## src/rtl/ex_operand_stage_if.sv

```systemverilog
// ID->EX handshake bundle for ex_operand_stage.
// master: ID/EX neighbours (drive ID instruction, consume ex_*).
// slave : ex_operand_stage (accepts ID instruction, presents ex_*).
// Signals: id_valid/id_ready/id_rd, rs1_data/rs2_data, fwd1/fwd2,
//          ex_valid/ex_ready/ex_a/ex_b/ex_rd.
interface ex_operand_stage_if #(
   parameter int unsigned DATA_W = 16,
   parameter int unsigned REG_AW = 3
);
   logic              id_valid;
   logic              id_ready;
   logic [REG_AW-1:0] id_rd;
   logic [DATA_W-1:0] rs1_data;
   logic [DATA_W-1:0] rs2_data;
   logic [1:0]        fwd1;
   logic [1:0]        fwd2;
   logic              ex_ready;
   logic              ex_valid;
   logic [DATA_W-1:0] ex_a;
   logic [DATA_W-1:0] ex_b;
   logic [REG_AW-1:0] ex_rd;

   modport master (
      output id_valid, id_rd, rs1_data, rs2_data, fwd1, fwd2, ex_ready,
      input  id_ready, ex_valid, ex_a, ex_b, ex_rd
   );

   modport slave (
      input  id_valid, id_rd, rs1_data, rs2_data, fwd1, fwd2, ex_ready,
      output id_ready, ex_valid, ex_a, ex_b, ex_rd
   );
endinterface

```

## src/rtl/ex_operand_stage.sv

```systemverilog
// ID->EX pipeline register with operand forwarding muxes and load-use stall.
// Ports:
//   clk, rst_n    clock, asynchronous active-low reset
//   bus (slave)   ID handshake, regfile data, fwd selects, EX handshake/outputs
//   mem_result    MEM-stage value (forward select 0)
//   mem_is_load   MEM-stage instruction is a load; its result cannot be forwarded yet
//   wb_result     WB-stage value (forward select 1)
//   flush         squash the EX slot and block the ID capture
//   fwd_count     {B count, A count} of MEM/WB forwards
// Optional feature macro: FWD_STATS_EN builds the saturating forward counters;
// without it fwd_count is tied to zero.
module ex_operand_stage #(
   parameter int unsigned DATA_W = 16,
   parameter int unsigned REG_AW = 3,
   parameter int unsigned CNT_W  = 16
) (
   input  logic                 clk,
   input  logic                 rst_n,
   ex_operand_stage_if.slave    bus,
   input  logic [DATA_W-1:0]    mem_result,
   input  logic                 mem_is_load,
   input  logic [DATA_W-1:0]    wb_result,
   input  logic                 flush,
   output logic [2*CNT_W-1:0]   fwd_count
);

   logic [DATA_W-1:0] op_a;
   logic [DATA_W-1:0] op_b;
   logic              load_use;
   logic              capture;
   logic              ex_valid_q;
   logic [DATA_W-1:0] ex_a_q;
   logic [DATA_W-1:0] ex_b_q;
   logic [REG_AW-1:0] ex_rd_q;

   // Operand forwarding muxes; select 3 falls back to the register file
   always_comb begin
      op_a = bus.rs1_data;
      op_b = bus.rs2_data;
      case (bus.fwd1)
         2'd0:    op_a = mem_result;
         2'd1:    op_a = wb_result;
         default: op_a = bus.rs1_data;
      endcase
      case (bus.fwd2)
         2'd0:    op_b = mem_result;
         2'd1:    op_b = wb_result;
         default: op_b = bus.rs2_data;
      endcase
   end

   // A MEM-stage load cannot supply its data yet: hold ID for one cycle
   assign load_use     = bus.id_valid & mem_is_load & ((bus.fwd1 == 2'd0) | (bus.fwd2 == 2'd0));
   assign bus.id_ready = (~ex_valid_q | bus.ex_ready) & ~load_use & ~flush;
   assign capture      = bus.id_valid & bus.id_ready;

   // EX slot: flush kills, capture loads, otherwise drain when consumed
   always_ff @(posedge clk or negedge rst_n) begin
      if (!rst_n) begin
         ex_valid_q <= 1'b0;
         ex_a_q     <= '0;
         ex_b_q     <= '0;
         ex_rd_q    <= '0;
      end else if (flush) begin
         ex_valid_q <= 1'b0;
      end else if (capture) begin
         ex_valid_q <= 1'b1;
         ex_a_q     <= op_a;
         ex_b_q     <= op_b;
         ex_rd_q    <= bus.id_rd;
      end else if (bus.ex_ready) begin
         ex_valid_q <= 1'b0;
      end
   end

   assign bus.ex_valid = ex_valid_q;
   assign bus.ex_a     = ex_a_q;
   assign bus.ex_b     = ex_b_q;
   assign bus.ex_rd    = ex_rd_q;

`ifdef FWD_STATS_EN
   logic [CNT_W-1:0] cnt_a;
   logic [CNT_W-1:0] cnt_b;

   // Saturating per-operand forward counters; only reset clears them
   always_ff @(posedge clk or negedge rst_n) begin
      if (!rst_n) begin
         cnt_a <= '0;
         cnt_b <= '0;
      end else if (capture) begin
         if (!bus.fwd1[1] && (cnt_a != {CNT_W{1'b1}})) cnt_a <= cnt_a + CNT_W'(1);
         if (!bus.fwd2[1] && (cnt_b != {CNT_W{1'b1}})) cnt_b <= cnt_b + CNT_W'(1);
      end
   end

   assign fwd_count = {cnt_b, cnt_a};
`else
   assign fwd_count = '0;
`endif

endmodule

```

## src/flat_wrapper.sv

```systemverilog
// flat-port wrapper written by rule: the top's interface ports become plain ports
module ex_operand_stage_flat 
#(
   parameter int unsigned DATA_W = 16,
   parameter int unsigned REG_AW = 3,
   parameter int unsigned CNT_W  = 16
)
  (clk, rst_n, mem_result, mem_is_load, wb_result, flush, fwd_count, bus_id_valid, bus_id_rd, bus_rs1_data, bus_rs2_data, bus_fwd1, bus_fwd2, bus_ex_ready, bus_id_ready, bus_ex_valid, bus_ex_a, bus_ex_b, bus_ex_rd);
  ex_operand_stage_if #(.DATA_W(DATA_W), .REG_AW(REG_AW)) bus_i ();
  input  logic clk;
  input  logic rst_n;
  input  logic [DATA_W-1:0] mem_result;
  input  logic mem_is_load;
  input  logic [DATA_W-1:0] wb_result;
  input  logic flush;
  output logic [2*CNT_W-1:0] fwd_count;
  input wire logic [$bits(bus_i.id_valid)-1:0] bus_id_valid;
  input wire logic [$bits(bus_i.id_rd)-1:0] bus_id_rd;
  input wire logic [$bits(bus_i.rs1_data)-1:0] bus_rs1_data;
  input wire logic [$bits(bus_i.rs2_data)-1:0] bus_rs2_data;
  input wire logic [$bits(bus_i.fwd1)-1:0] bus_fwd1;
  input wire logic [$bits(bus_i.fwd2)-1:0] bus_fwd2;
  input wire logic [$bits(bus_i.ex_ready)-1:0] bus_ex_ready;
  output wire logic [$bits(bus_i.id_ready)-1:0] bus_id_ready;
  output wire logic [$bits(bus_i.ex_valid)-1:0] bus_ex_valid;
  output wire logic [$bits(bus_i.ex_a)-1:0] bus_ex_a;
  output wire logic [$bits(bus_i.ex_b)-1:0] bus_ex_b;
  output wire logic [$bits(bus_i.ex_rd)-1:0] bus_ex_rd;
  assign bus_i.id_valid = bus_id_valid;
  assign bus_i.id_rd = bus_id_rd;
  assign bus_i.rs1_data = bus_rs1_data;
  assign bus_i.rs2_data = bus_rs2_data;
  assign bus_i.fwd1 = bus_fwd1;
  assign bus_i.fwd2 = bus_fwd2;
  assign bus_i.ex_ready = bus_ex_ready;
  assign bus_id_ready = bus_i.id_ready;
  assign bus_ex_valid = bus_i.ex_valid;
  assign bus_ex_a = bus_i.ex_a;
  assign bus_ex_b = bus_i.ex_b;
  assign bus_ex_rd = bus_i.ex_rd;
  ex_operand_stage #(.DATA_W(DATA_W), .REG_AW(REG_AW), .CNT_W(CNT_W)) u_core (.clk(clk), .rst_n(rst_n), .bus(bus_i), .mem_result(mem_result), .mem_is_load(mem_is_load), .wb_result(wb_result), .flush(flush), .fwd_count(fwd_count));
endmodule
```

## config.mk

```make
export PLATFORM = sky130hd
export DESIGN_NAME = ex_operand_stage_flat
export DESIGN_NICKNAME = d
export VERILOG_FILES = /design/src/rtl/ex_operand_stage_if.sv /design/src/rtl/ex_operand_stage.sv /design/src/flat_wrapper.sv
export SDC_FILE = /design/constraint.sdc
export NUM_CORES = 1
export LEC_CHECK = 0
export BUFFER_PORTS_ARGS = -buffer_cell sky130_fd_sc_hd__buf_2
export CAP_MARGIN = 10
export CORE_AREA = 4 4 76 78
export CTS_CLUSTER_DIAMETER = 60
export DETAILED_ROUTE_END_ITERATION = 8
export DIE_AREA = 0 0 80 82
export PLACE_DENSITY = 0.84
export SLEW_MARGIN = 20
export SYNTH_ARGS = -nofsm -noshare
export SYNTH_HDL_FRONTEND = slang
export SYNTH_SLANG_ARGS = --single-unit
```

## constraint.sdc

```tcl
create_clock -name clk -period 2.52 [get_ports clk]
set_input_delay 0.126 -clock clk [delete_from_list [all_inputs] [get_ports clk]]
set_output_delay 0.126 -clock clk [all_outputs]
set_load 0.05 [all_outputs]
```

==> key figures <==
Route
  • ANT nets after route: 0
  • Routed vias/inst: 4.70
  • DR WL/cell: around 15 um
  • Residual DRC: 0
  • Iteration-0 DRC Markers: 52
  • Vias: 1,881
  • Pre-antenna DRT Iters: 4
  • Final wirelength: 5840 um

Layout
  • Ant diodes: 0
  • Share of layout cells above drive strength 1: 48.2%
  • Layout Nets: approximately 410
  • Post-Route Utilization: around 57%
  • Fillers: slightly below 500
  • Area delta synth->final: 25.1%

Synth
  • Cell variety after synth: 18
  • Synth async-reset ratio: 100%
  • Post-synthesis instance total: 220
  • Largest area contributor in the netlist: dfrtp_1
  • Top cells by area, synth: dfrtp_1 (39%), mux2_2 (16%), mux2i_1 (14%), buf_4 (11%), o21ai_0 (7.0%)
  • Top_reg_cell synth: dfrtp_1
  • Most numerous cell in the Yosys netlist: dfrtp_1
  • Syn avg cell area: 10.4 um^2
  • Warnings, synthesis: 0
  • Synthesized area: 2290 um^2
  • Synth top area share: 39.3%
  • Commonest cells post-synth: dfrtp_1 (36), buf_4 (34), mux2_2 (33)
  • Synth Register Bits: 36
  • Post-synth EDFFs: 0
  • Seq/Total Area, Yosys: 39.3%

GRT
  • Initial antenna violation count: 0
  • Global Route Usage Sum: 17.9%
  • Number of global-route vias before repair: 1,879
  • First-pass GRT wire length: roughly 9100 um
  • Total gr overflow: 0
  • Largest net degree at the start of global routing: 37

Setup path
  • Crit end category: flop
  • WP data required: 2690 ps
  • Crit path DAT: between 1500 and 2000 ps
  • Crit path max fanout: 35
  • Flop-to-flop setup slack: around 800 ps
  • Startpoint types: input pin
  • WS Path Type: in2reg

Hold path
  • Worst hold path class: in2reg

STA
  • Period utilisation layout: 72.1%
  • Worst Tran Pin Value: 800 ps
  • FMAX: 550 MHz
  • Final Max Tran Viols: 0
  • Slew Limit Headroom: 46.6%
  • Final Setup Violations: 0
  • Unrepaired setup endpoints after global routing: no
  • Sum of negative setup slack: 0 ps
  • Clock skew: 9.53 ps
  • Tmin final: 1820 ps
  • Final hold violation count: 0

CTS
  • Clock slew at reported path FFs: 70 ps
  • CTS max path bufs: 2
  • Worst skew pair latency: between 200 and 300 ps
  • Htree depth: 2
  • CTS Sinks: 36
  • CTS Buf Count: 5
  • Post-CTS Setup Bufs: 0
  • CTS tree: done
  • Clock root buffer: clkbuf_8

Pwr
  • Pwr Total: 2290 uW
  • PD cells: between 700 and 800 nW/um^2
  • IR drop worst, VDD: 557 uV
  • LEAKAGE: about 0.0015 uW

Die
  • # IOs: 146
  • Rows: 26
  • Die area: 6560 um^2
  • Die Y: just over 80 um
  • Die Width: approximately 80 um
  • Initial Utilization: 45.2%
  • Core Region: roughly 5100 um^2

Placed design
  • GP Congestion: 0.812
  • I/O Buffers: 113
  • Dpl hpwl: 4700 um

Job
  • Max-Cap Viols: 0

Outcome
  • Status: complete, no violations
-- through the flow --
stage / area (um^2) / setup slack, ps / hold WS (ps) / instances
finish: 2870 / 703 / 72.2 / 400
detailed placement: 2770 / 400 / 254 / 392
global placement: 2770 / 466 / 249 / 392
floorplan: 2410 / 332 / -170 / 251
global route: 2870 / 551 / 78.5 / 400
CTS: 2870 / 699 / 65.2 / 400
-- layer usage --
layer,track usage (%),share of wire (%)
met5,0,0
met4,5.07,1.3
met3,5.15,7.7
met2,30.0,50
met1,22.6,41
-- power breakdown --
part / internal, uW / total [uW] / switching, uW
logic: 281 / 1070 / 786
registers: 711 / 778 / 67.2
clock network: 243 / 440 / 197
-- logic make-up after synthesis --
family	share of synthesized area, %
other	0.163
flip-flops	39.3
AO/OA/AOI/OAI	9.76
AND/OR/NAND/NOR	5.51
multiplexers	31.1
buffers and inverters	14.2
-- critical path: stages --
cell and delay (ps):
buf_2 410, o22ai_2 220, a2111oi_4 370, buf_4 450, mux2_2 390
-- path summary, 6_finish.rpt --
path	depth (start not counted)	start	to
worst max-delay path	5	bus_fwd1[1]	u_core.bus.ex_b[7]$_DFFE_PN0P_
worst min-delay path	2	bus_id_rd[0]	u_core.bus.ex_rd[0]$_DFFE_PN0P_
worst max register to register	4	u_core.bus.ex_valid$_DFFE_PN0P_	u_core.bus.ex_b[7]$_DFFE_PN0P_
worst min register to register	1	u_core.bus.ex_b[5]$_DFFE_PN0P_	u_core.bus.ex_b[5]$_DFFE_PN0P_
max in group asynchronous	2	rst_n	u_core.bus.ex_b[9]$_DFFE_PN0P_
min in group asynchronous	2	rst_n	u_core.bus.ex_a[12]$_DFFE_PN0P_
-- final cells by class --
type                    count  area, um^2  share of cell area [%]
clock buffers               7        96.3                    3.36
inverters                   1        3.75                   0.131
multi-input cells         169        1180                    41.3
flip-flops and latches     36         901                    31.4
well taps                  70        87.6                    3.05
repair buffers            117         598                    20.8
-- layout by cell type (no fill, tap or decap) --
cell type / instances
a311oi_1: 1
dfrtp_1: 36
buf_4: 3
conb_1: 32
buf_2: 113
inv_1: 1
clkbuf_8: 7
dlygate4sd3_1: 1
a2111oi_4: 1
nand2_1: 32
mux2i_1: 32
o21ai_0: 32
a21oi_1: 1
mux2_2: 33
o22ai_2: 1
o21ba_2: 1
mux2_1: 2
nor2b_1: 1
-- registers in the layout, indices dropped and copies added (netlist names) --
register             cells
u_core.bus.ex_b         16
u_core.bus.ex_valid      1
u_core.bus.ex_a         16
u_core.bus.ex_rd         3
-- timing repair --
item / CTS / global route
resized for setup: 0 / 0
hold buffers: 1 / 0
hold endpoints to repair: 36 / 0
Note: power is estimated with default switching activity, not from simulation.
